**src/rtl/clock_mgr_drp.sv**
```systemverilog
// MMCM DRP reconfiguration sequencer: read-modify-write of CLKOUT0 while the MMCM
// is held in reset, lock wait, then readback of CLKOUT0 divide and CLKFBOUT multiply.
module clock_mgr_drp #(
    parameter int DRDY_TIMEOUT = 64,
    parameter int LOCK_TIMEOUT = 1000000
) (
    input  logic        clk,
    input  logic        resetn,
    input  logic [31:0] div_in,
    input  logic        configure,
    output logic [31:0] div_out,
    output logic [31:0] vco_out,
    output logic        busy,
    output logic        error,
    output logic [6:0]  drp_daddr,
    output logic [15:0] drp_di,
    input  logic [15:0] drp_do,
    output logic        drp_den,
    output logic        drp_dwe,
    input  logic        drp_drdy,
    output logic        mmcm_rst,
    input  logic        mmcm_locked
);

    // RST_ON and RST_OFF take no cycle of their own: mmcm_rst is raised on the
    // transition into RD08 and dropped on the transition into LOCK_WAIT.
    typedef enum logic [3:0] {
        IDLE, RST_ON, RD08, WR08, RD09, WR09, RST_OFF, LOCK_WAIT, RB08, RB09, RB14, RB15
    } state_t;

    function automatic logic [31:0] decode(input logic [15:0] reg_a, input logic [15:0] reg_b);
        logic [6:0] sum;
        sum = {1'b0, reg_a[11:6]} + {1'b0, reg_a[5:0]};
        return reg_b[6] ? 32'd1 : {25'd0, sum};
    endfunction

    state_t      state, state_d;
    logic [31:0] cnt, cnt_d;
    logic [15:0] rd_a, rd_a_d;
    logic [31:0] div_tmp, div_tmp_d;
    logic [6:0]  d_q, d_d;
    logic        locked_q;
    logic        rb_pending, rb_pending_d;
    logic [31:0] div_out_d, vco_out_d;
    logic        busy_d, error_d, mmcm_rst_d, den_d, dwe_d;
    logic [6:0]  daddr_d;
    logic [15:0] di_d;

    logic        issue, issue_we;
    logic [6:0]  issue_addr;
    state_t      issue_state;
    logic        drp_wait, cfg_valid;
    logic [5:0]  high, low;
    logic        clk_edge, no_count;
    logic        unused_div;

    assign unused_div = ^div_in[31:8];
    assign cfg_valid  = (div_in[7:0] != 8'd0) && (div_in[7:0] <= 8'd126);

    // Valid divides never exceed 126, so d - d/2 fits in six bits and mod-64 arithmetic is exact.
    assign no_count = (d_q == 7'd1);
    assign high     = no_count ? 6'd1 : d_q[6:1];
    assign low      = no_count ? 6'd1 : (d_q[5:0] - d_q[6:1]);
    assign clk_edge = d_q[0] & ~no_count;

    assign drp_wait = state inside {RD08, WR08, RD09, WR09, RB08, RB09, RB14, RB15};

    always_comb begin
        // NOTE: every next-value gets a default first, so no path through the case infers a latch.
        state_d      = state;
        cnt_d        = cnt;
        rd_a_d       = rd_a;
        div_tmp_d    = div_tmp;
        d_d          = d_q;
        rb_pending_d = rb_pending;
        div_out_d    = div_out;
        vco_out_d    = vco_out;
        busy_d       = busy;
        error_d      = error;
        mmcm_rst_d   = mmcm_rst;
        den_d        = 1'b0;
        dwe_d        = drp_dwe;
        daddr_d      = drp_daddr;
        di_d         = drp_di;
        issue        = 1'b0;
        issue_we     = 1'b0;
        issue_addr   = 7'h00;
        issue_state  = IDLE;

        if (drp_wait && !drp_drdy) begin
            if (cnt == 32'(DRDY_TIMEOUT)) begin
                error_d    = 1'b1;
                mmcm_rst_d = 1'b0;
                busy_d     = 1'b0;
                dwe_d      = 1'b0;
                state_d    = IDLE;
            end else begin
                cnt_d = cnt + 32'd1;
            end
        end

        case (state)
            IDLE: begin
                if (rb_pending) begin
                    rb_pending_d = 1'b0;
                    busy_d       = 1'b1;
                    issue        = 1'b1;
                    issue_state  = RB08;
                    issue_addr   = 7'h08;
                end else if (configure) begin
                    if (cfg_valid) begin
                        error_d     = 1'b0;
                        d_d         = div_in[6:0];
                        busy_d      = 1'b1;
                        mmcm_rst_d  = 1'b1;
                        issue       = 1'b1;
                        issue_state = RD08;
                        issue_addr  = 7'h08;
                    end else begin
                        error_d = 1'b1;
                    end
                end
            end
            RD08: if (drp_drdy) begin
                di_d        = (drp_do & 16'hF000) | {4'h0, high, low};
                issue       = 1'b1;
                issue_state = WR08;
                issue_addr  = 7'h08;
                issue_we    = 1'b1;
            end
            WR08: if (drp_drdy) begin
                issue       = 1'b1;
                issue_state = RD09;
                issue_addr  = 7'h09;
            end
            RD09: if (drp_drdy) begin
                di_d        = (drp_do & 16'hFF3F) | {8'h00, clk_edge, no_count, 6'h00};
                issue       = 1'b1;
                issue_state = WR09;
                issue_addr  = 7'h09;
                issue_we    = 1'b1;
            end
            WR09: if (drp_drdy) begin
                dwe_d      = 1'b0;
                mmcm_rst_d = 1'b0;
                cnt_d      = 32'd1;
                state_d    = LOCK_WAIT;
            end
            LOCK_WAIT: begin
                // A lock seen in the timeout cycle still counts as success.
                if (locked_q || cnt == 32'(LOCK_TIMEOUT)) begin
                    error_d     = error | ~locked_q;
                    issue       = 1'b1;
                    issue_state = RB08;
                    issue_addr  = 7'h08;
                end else begin
                    cnt_d = cnt + 32'd1;
                end
            end
            RB08: if (drp_drdy) begin
                rd_a_d      = drp_do;
                issue       = 1'b1;
                issue_state = RB09;
                issue_addr  = 7'h09;
            end
            RB09: if (drp_drdy) begin
                div_tmp_d   = decode(rd_a, drp_do);
                issue       = 1'b1;
                issue_state = RB14;
                issue_addr  = 7'h14;
            end
            RB14: if (drp_drdy) begin
                rd_a_d      = drp_do;
                issue       = 1'b1;
                issue_state = RB15;
                issue_addr  = 7'h15;
            end
            RB15: if (drp_drdy) begin
                div_out_d = div_tmp;
                vco_out_d = decode(rd_a, drp_do);
                busy_d    = 1'b0;
                state_d   = IDLE;
            end
            default: begin
                busy_d     = 1'b0;
                mmcm_rst_d = 1'b0;
                state_d    = IDLE;
            end
        endcase

        if (issue) begin
            state_d = issue_state;
            den_d   = 1'b1;
            dwe_d   = issue_we;
            daddr_d = issue_addr;
            cnt_d   = 32'd1;
        end
    end

    always_ff @(posedge clk or negedge resetn) begin
        if (!resetn) begin
            state      <= IDLE;
            cnt        <= 32'd0;
            rd_a       <= 16'd0;
            div_tmp    <= 32'd0;
            d_q        <= 7'd0;
            locked_q   <= 1'b0;
            rb_pending <= 1'b1;
            div_out    <= 32'd0;
            vco_out    <= 32'd0;
            busy       <= 1'b0;
            error      <= 1'b0;
            mmcm_rst   <= 1'b0;
            drp_den    <= 1'b0;
            drp_dwe    <= 1'b0;
            drp_daddr  <= 7'd0;
            drp_di     <= 16'd0;
        end else begin
            // NOTE: non-blocking assignments so every register samples pre-edge values.
            state      <= state_d;
            cnt        <= cnt_d;
            rd_a       <= rd_a_d;
            div_tmp    <= div_tmp_d;
            d_q        <= d_d;
            locked_q   <= mmcm_locked;
            rb_pending <= rb_pending_d;
            div_out    <= div_out_d;
            vco_out    <= vco_out_d;
            busy       <= busy_d;
            error      <= error_d;
            mmcm_rst   <= mmcm_rst_d;
            drp_den    <= den_d;
            drp_dwe    <= dwe_d;
            drp_daddr  <= daddr_d;
            drp_di     <= di_d;
        end
    end

endmodule

```
**config.mk**
```make
export PLATFORM = sky130hd
export DESIGN_NAME = clock_mgr_drp
export DESIGN_NICKNAME = d
export VERILOG_FILES = /design/src/rtl/clock_mgr_drp.sv
export SDC_FILE = /design/constraint.sdc
export NUM_CORES = 1
export LEC_CHECK = 0
export ABC_AREA = 1
export BUFFER_PORTS_ARGS = -buffer_cell sky130_fd_sc_hd__buf_2
export CORE_AREA = 2 2 120 122
export CTS_CLUSTER_DIAMETER = 100
export DETAILED_ROUTE_END_ITERATION = 10
export DIE_AREA = 0 0 122 124
export MAX_ROUTING_LAYER = met4
export PLACE_DENSITY = 0.73
export RECOVER_POWER = 25
export SYNTH_ARGS = -nofsm -noshare
export SYNTH_HDL_FRONTEND = slang
export SYNTH_SLANG_ARGS = --single-unit
```
**constraint.sdc**
```tcl
create_clock -name clk -period 3.9 [get_ports clk]
set_clock_uncertainty 0.2 [all_clocks]
set_input_delay 0 -clock clk [delete_from_list [all_inputs] [get_ports clk]]
set_output_delay 0 -clock clk [all_outputs]
set_load 0.1 [all_outputs]
```
==> flow_metrics.tcl <==
set metrics [dict create \
    cts_made_buffers 9 \
    htree_levels 3 \
    reg2regPathDepth 13 \
    ys_types 52 \
    netlist_top_cells_count "300 x nand2_1, 132 x nor2_1, 101 x dfrtp_1, 94 x inv_1" \
    rows 43 \
    area_delta_synth_final_pct 12.03 \
    drc 0 \
    core-area_sq_um 13720 \
    die-area_sq_um 15130 \
    worstReg2RegEnd "cnt[29]$_DFF_PN0_" \
    grt_overflow 0 \
    synth_area_sq_um 6773 \
    cts.clk_slew.worst_paths_ns 0.07 \
    drt_wl_total_um 16750 \
    max_stage_delay_ns 0.43 \
    synth_seq_cells 102 \
    cp-start-kind "flip-flop" \
    fin_crit_ns 2.677 \
    path_buf_inv 3 \
    finalCritPeriodShare_pct 68.63 \
    synth_seq_area_share_pct 37.71 \
    start_util_pct 49.37 \
    insertedDiodeCount 0 \
    setup-tns-final_ns 0 \
    power.density_nw_per_um2 774.5 \
    antenna_found_initial 0 \
    muxShareOfSynthArea_pct 1.829 \
    clockBufferDepth 2 \
    synth_top_family_by_area "simple AND/OR/NAND/NOR gates" \
    synth_top_area_cell "dfrtp_1" \
    cp_data_arrival_time_ns 2.76 \
    max_freq_mhz 373.6 \
    crit_end "cnt[29]$_DFF_PN0_" \
    finalHoldViolCount 0 \
    synthFlopType "dfrtp_1" \
    hold_slack_ns 0.07902 \
    crit_cells 13 \
    status "complete, but fails checks" \
    syn_avg_cell_area_sq_um 7.040 \
    grt_pass1_wl_um 27930 \
    io_pins 145 \
    cts_tree "yes" \
    vias 6168 \
    worstMarginPinSlew_ns 1.742 \
    ant_nets 0 \
    numPortBuffers 67 \
    dp_hpwl_um 12070 \
    grt_setup_unrepaired "false" \
    synthSimpleGateAreaFrac_pct 34.66 \
    fin_util_pct 55.30 \
    synth_edf_count 0 \
    synth_area_leaders "dfrtp_1 37%, nand2_1 17%, nor2_1 7.3%" \
    min_path_type "input pin to flip-flop" \
    ys_async_sr_fraction_pct 100.0 \
    place_congestion 0.9532 \
    r2r-start "cnt[0]$_DFF_PN0_" \
    insertion_delay_ns 0.37 \
    end_kind "flip-flop" \
    nNetsFinal 1122 \
    ff2ff_setup_slack_ns 1.22 \
    finalWorstSetupSlack_ns 1.223 \
    grt_max_degree 68 \
    drt_iter0_markers 395 \
    grtUsageTotal_pct 24.09 \
    path_max_fanout 13 \
    cts_root_buf "clkbuf_16" \
    firstDrtPassIters 5 \
    peakVddDrop_uv 852.9 \
    max-slew-margin-rel_pct -16.11 \
    synth-xor-area-share_pct 0.5173 \
    synth-compound-area-share_pct 7.667 \
    via_per_inst 4.990 \
    synth_most_common_cell "nand2_1" \
    final_cell_count_no_fill 1236 \
    wl_per_cell_um 13.55 \
    clock_sinks 102 \
    die_width_um 122 \
    worst-setup-path-type "flip-flop to flip-flop" \
    cp-startpoint "cnt[0]$_DFF_PN0_" \
    ys_warn_count 0 \
    critPathMostFrequentCell "nand2_2" \
    n_fill_cell 1341 \
    syn_inst 962 \
    crit_family "simple AND/OR/NAND/NOR gates" \
    synth_top_area_share_pct 37.32 \
    dpl.cell_count 1191 \
    cap_violations 1 \
    required_ns 3.98 \
    layout-drive-gt1-share_pct 13.54 \
    power_leakage_nw 4.021 \
    crit_slowest_cell "dfrtp_1" \
    slew_violations 68 \
    setup_viol 0 \
    violations "max-capacitance violations, max-slew violations" \
    dp_slack_ns 1.265 \
    die_h_um 124 \
    crit_chain "inv_1, ha_1, inv_1, nor2_1, nand4_1, nor2_2, nand2_2, nand2_2, nand2_2, nand3_4, nor2_2, inv_2, a21oi_2" \
    grt_pass1_vias 5881 \
    synth_fa_ha_area_share_pct 3.547 \
]
-- state kept, by name (all words and copies together) (netlist names) --
register    cells
drp_den         1
drp_dwe         1
cnt            32
rd_a           12
drp_di         16
state           4
error           1
rb_pending      1
vco_out         7
div_tmp         7
busy            1
div_out         7
mmcm_rst        1
locked_q        1
d_q             7
drp_daddr       3
-- worst min path at each step --
stage / start / to / depth (start not counted)
final: mmcm_locked / locked_q$_DFF_PN0_ / 2
after global routing: mmcm_locked / locked_q$_DFF_PN0_ / 2
after CTS: mmcm_locked / locked_q$_DFF_PN0_ / 2
after detailed placement: mmcm_locked / locked_q$_DFF_PN0_ / 1
after global placement: mmcm_locked / locked_q$_DFF_PN0_ / 1
after floorplan: resetn / busy$_DFF_PN0_ / 0
-- metal layers --
metal	global-route usage, %	vias up	share of wire, %
met2	39.04	190	48
met3	5.220	29	5.5
li1	-	3098	-
met4	8.764	0	2.1
met1	29.83	2851	44
met5	-	-	0
-- metrics by stage --
stage                     power, mW  cell area (sq um)
after floorplan               4.420               6968
after global placement        4.886               7018
after detailed placement      4.950               7018
after CTS                     5.878               7590
after global routing          6.301               7587
final                         5.877               7587
-- kinds of logic after synthesis --
family / after synthesis
and+or+nand+nor: 547
buffers and inverters: 182
DFF: 102
AOI/OAI and AO/OA: 97
adders and majority gates: 18
muxes: 11
xor gates and xnor gates: 4
other: 1
-- final cells by class --
cell class	instances	area, sq um	share of cell area, %
Tap cell	180	225.2	2.968
Inverter	109	414.1	5.458
Clock buffer	10	229.0	3.018
Sequential cell	102	2554	33.66
Timing Repair Buffer	99	648.1	8.542
Multi-Input combinational cell	730	3465	45.66
Clock inverter	6	52.55	0.6926
-- placed cells by master, fill, tap and decap left out, types with 4 or more instances in the layout --
master / Yosys / layout
buf_2: 4 / 66
a21oi_1: 47 / 47
o21ai_1: 3 / 4
nor2_2: 8 / 8
inv_1: 94 / 94
clkbuf_16: 0 / 9
ha_1: 16 / 16
o21ai_0: 34 / 33
nand3_1: 56 / 56
mux2_2: 11 / 11
dfrtp_1: 101 / 101
nor3_1: 11 / 11
nand2_2: 4 / 4
nor2_1: 132 / 132
inv_2: 13 / 13
nand2_1: 300 / 300
conb_1: 1 / 53
dlygate4sd3_1: 0 / 29
nand2_4: 5 / 5
nand4_1: 13 / 13
-- repair_timing --
| action | CTS | global route |
|---|---|---|
| endpoints found under the hold margin | 123 | 0 |
| resized for setup | 0 | 0 |
| hold buffers | 29 | 0 |
| setup buffers | 0 | 0 |
-- where the power goes --
group / switching [mW] / internal [mW] / total [mW] / leakage (nW)
Sequential: 0.243 / 1.36 / 1.61 / 1.32
Combinational: 2.58 / 0.799 / 3.37 / 2.56
Clock: 0.447 / 0.447 / 0.894 / 0.137
No activity file was read; power rests on OpenSTA's default activity.
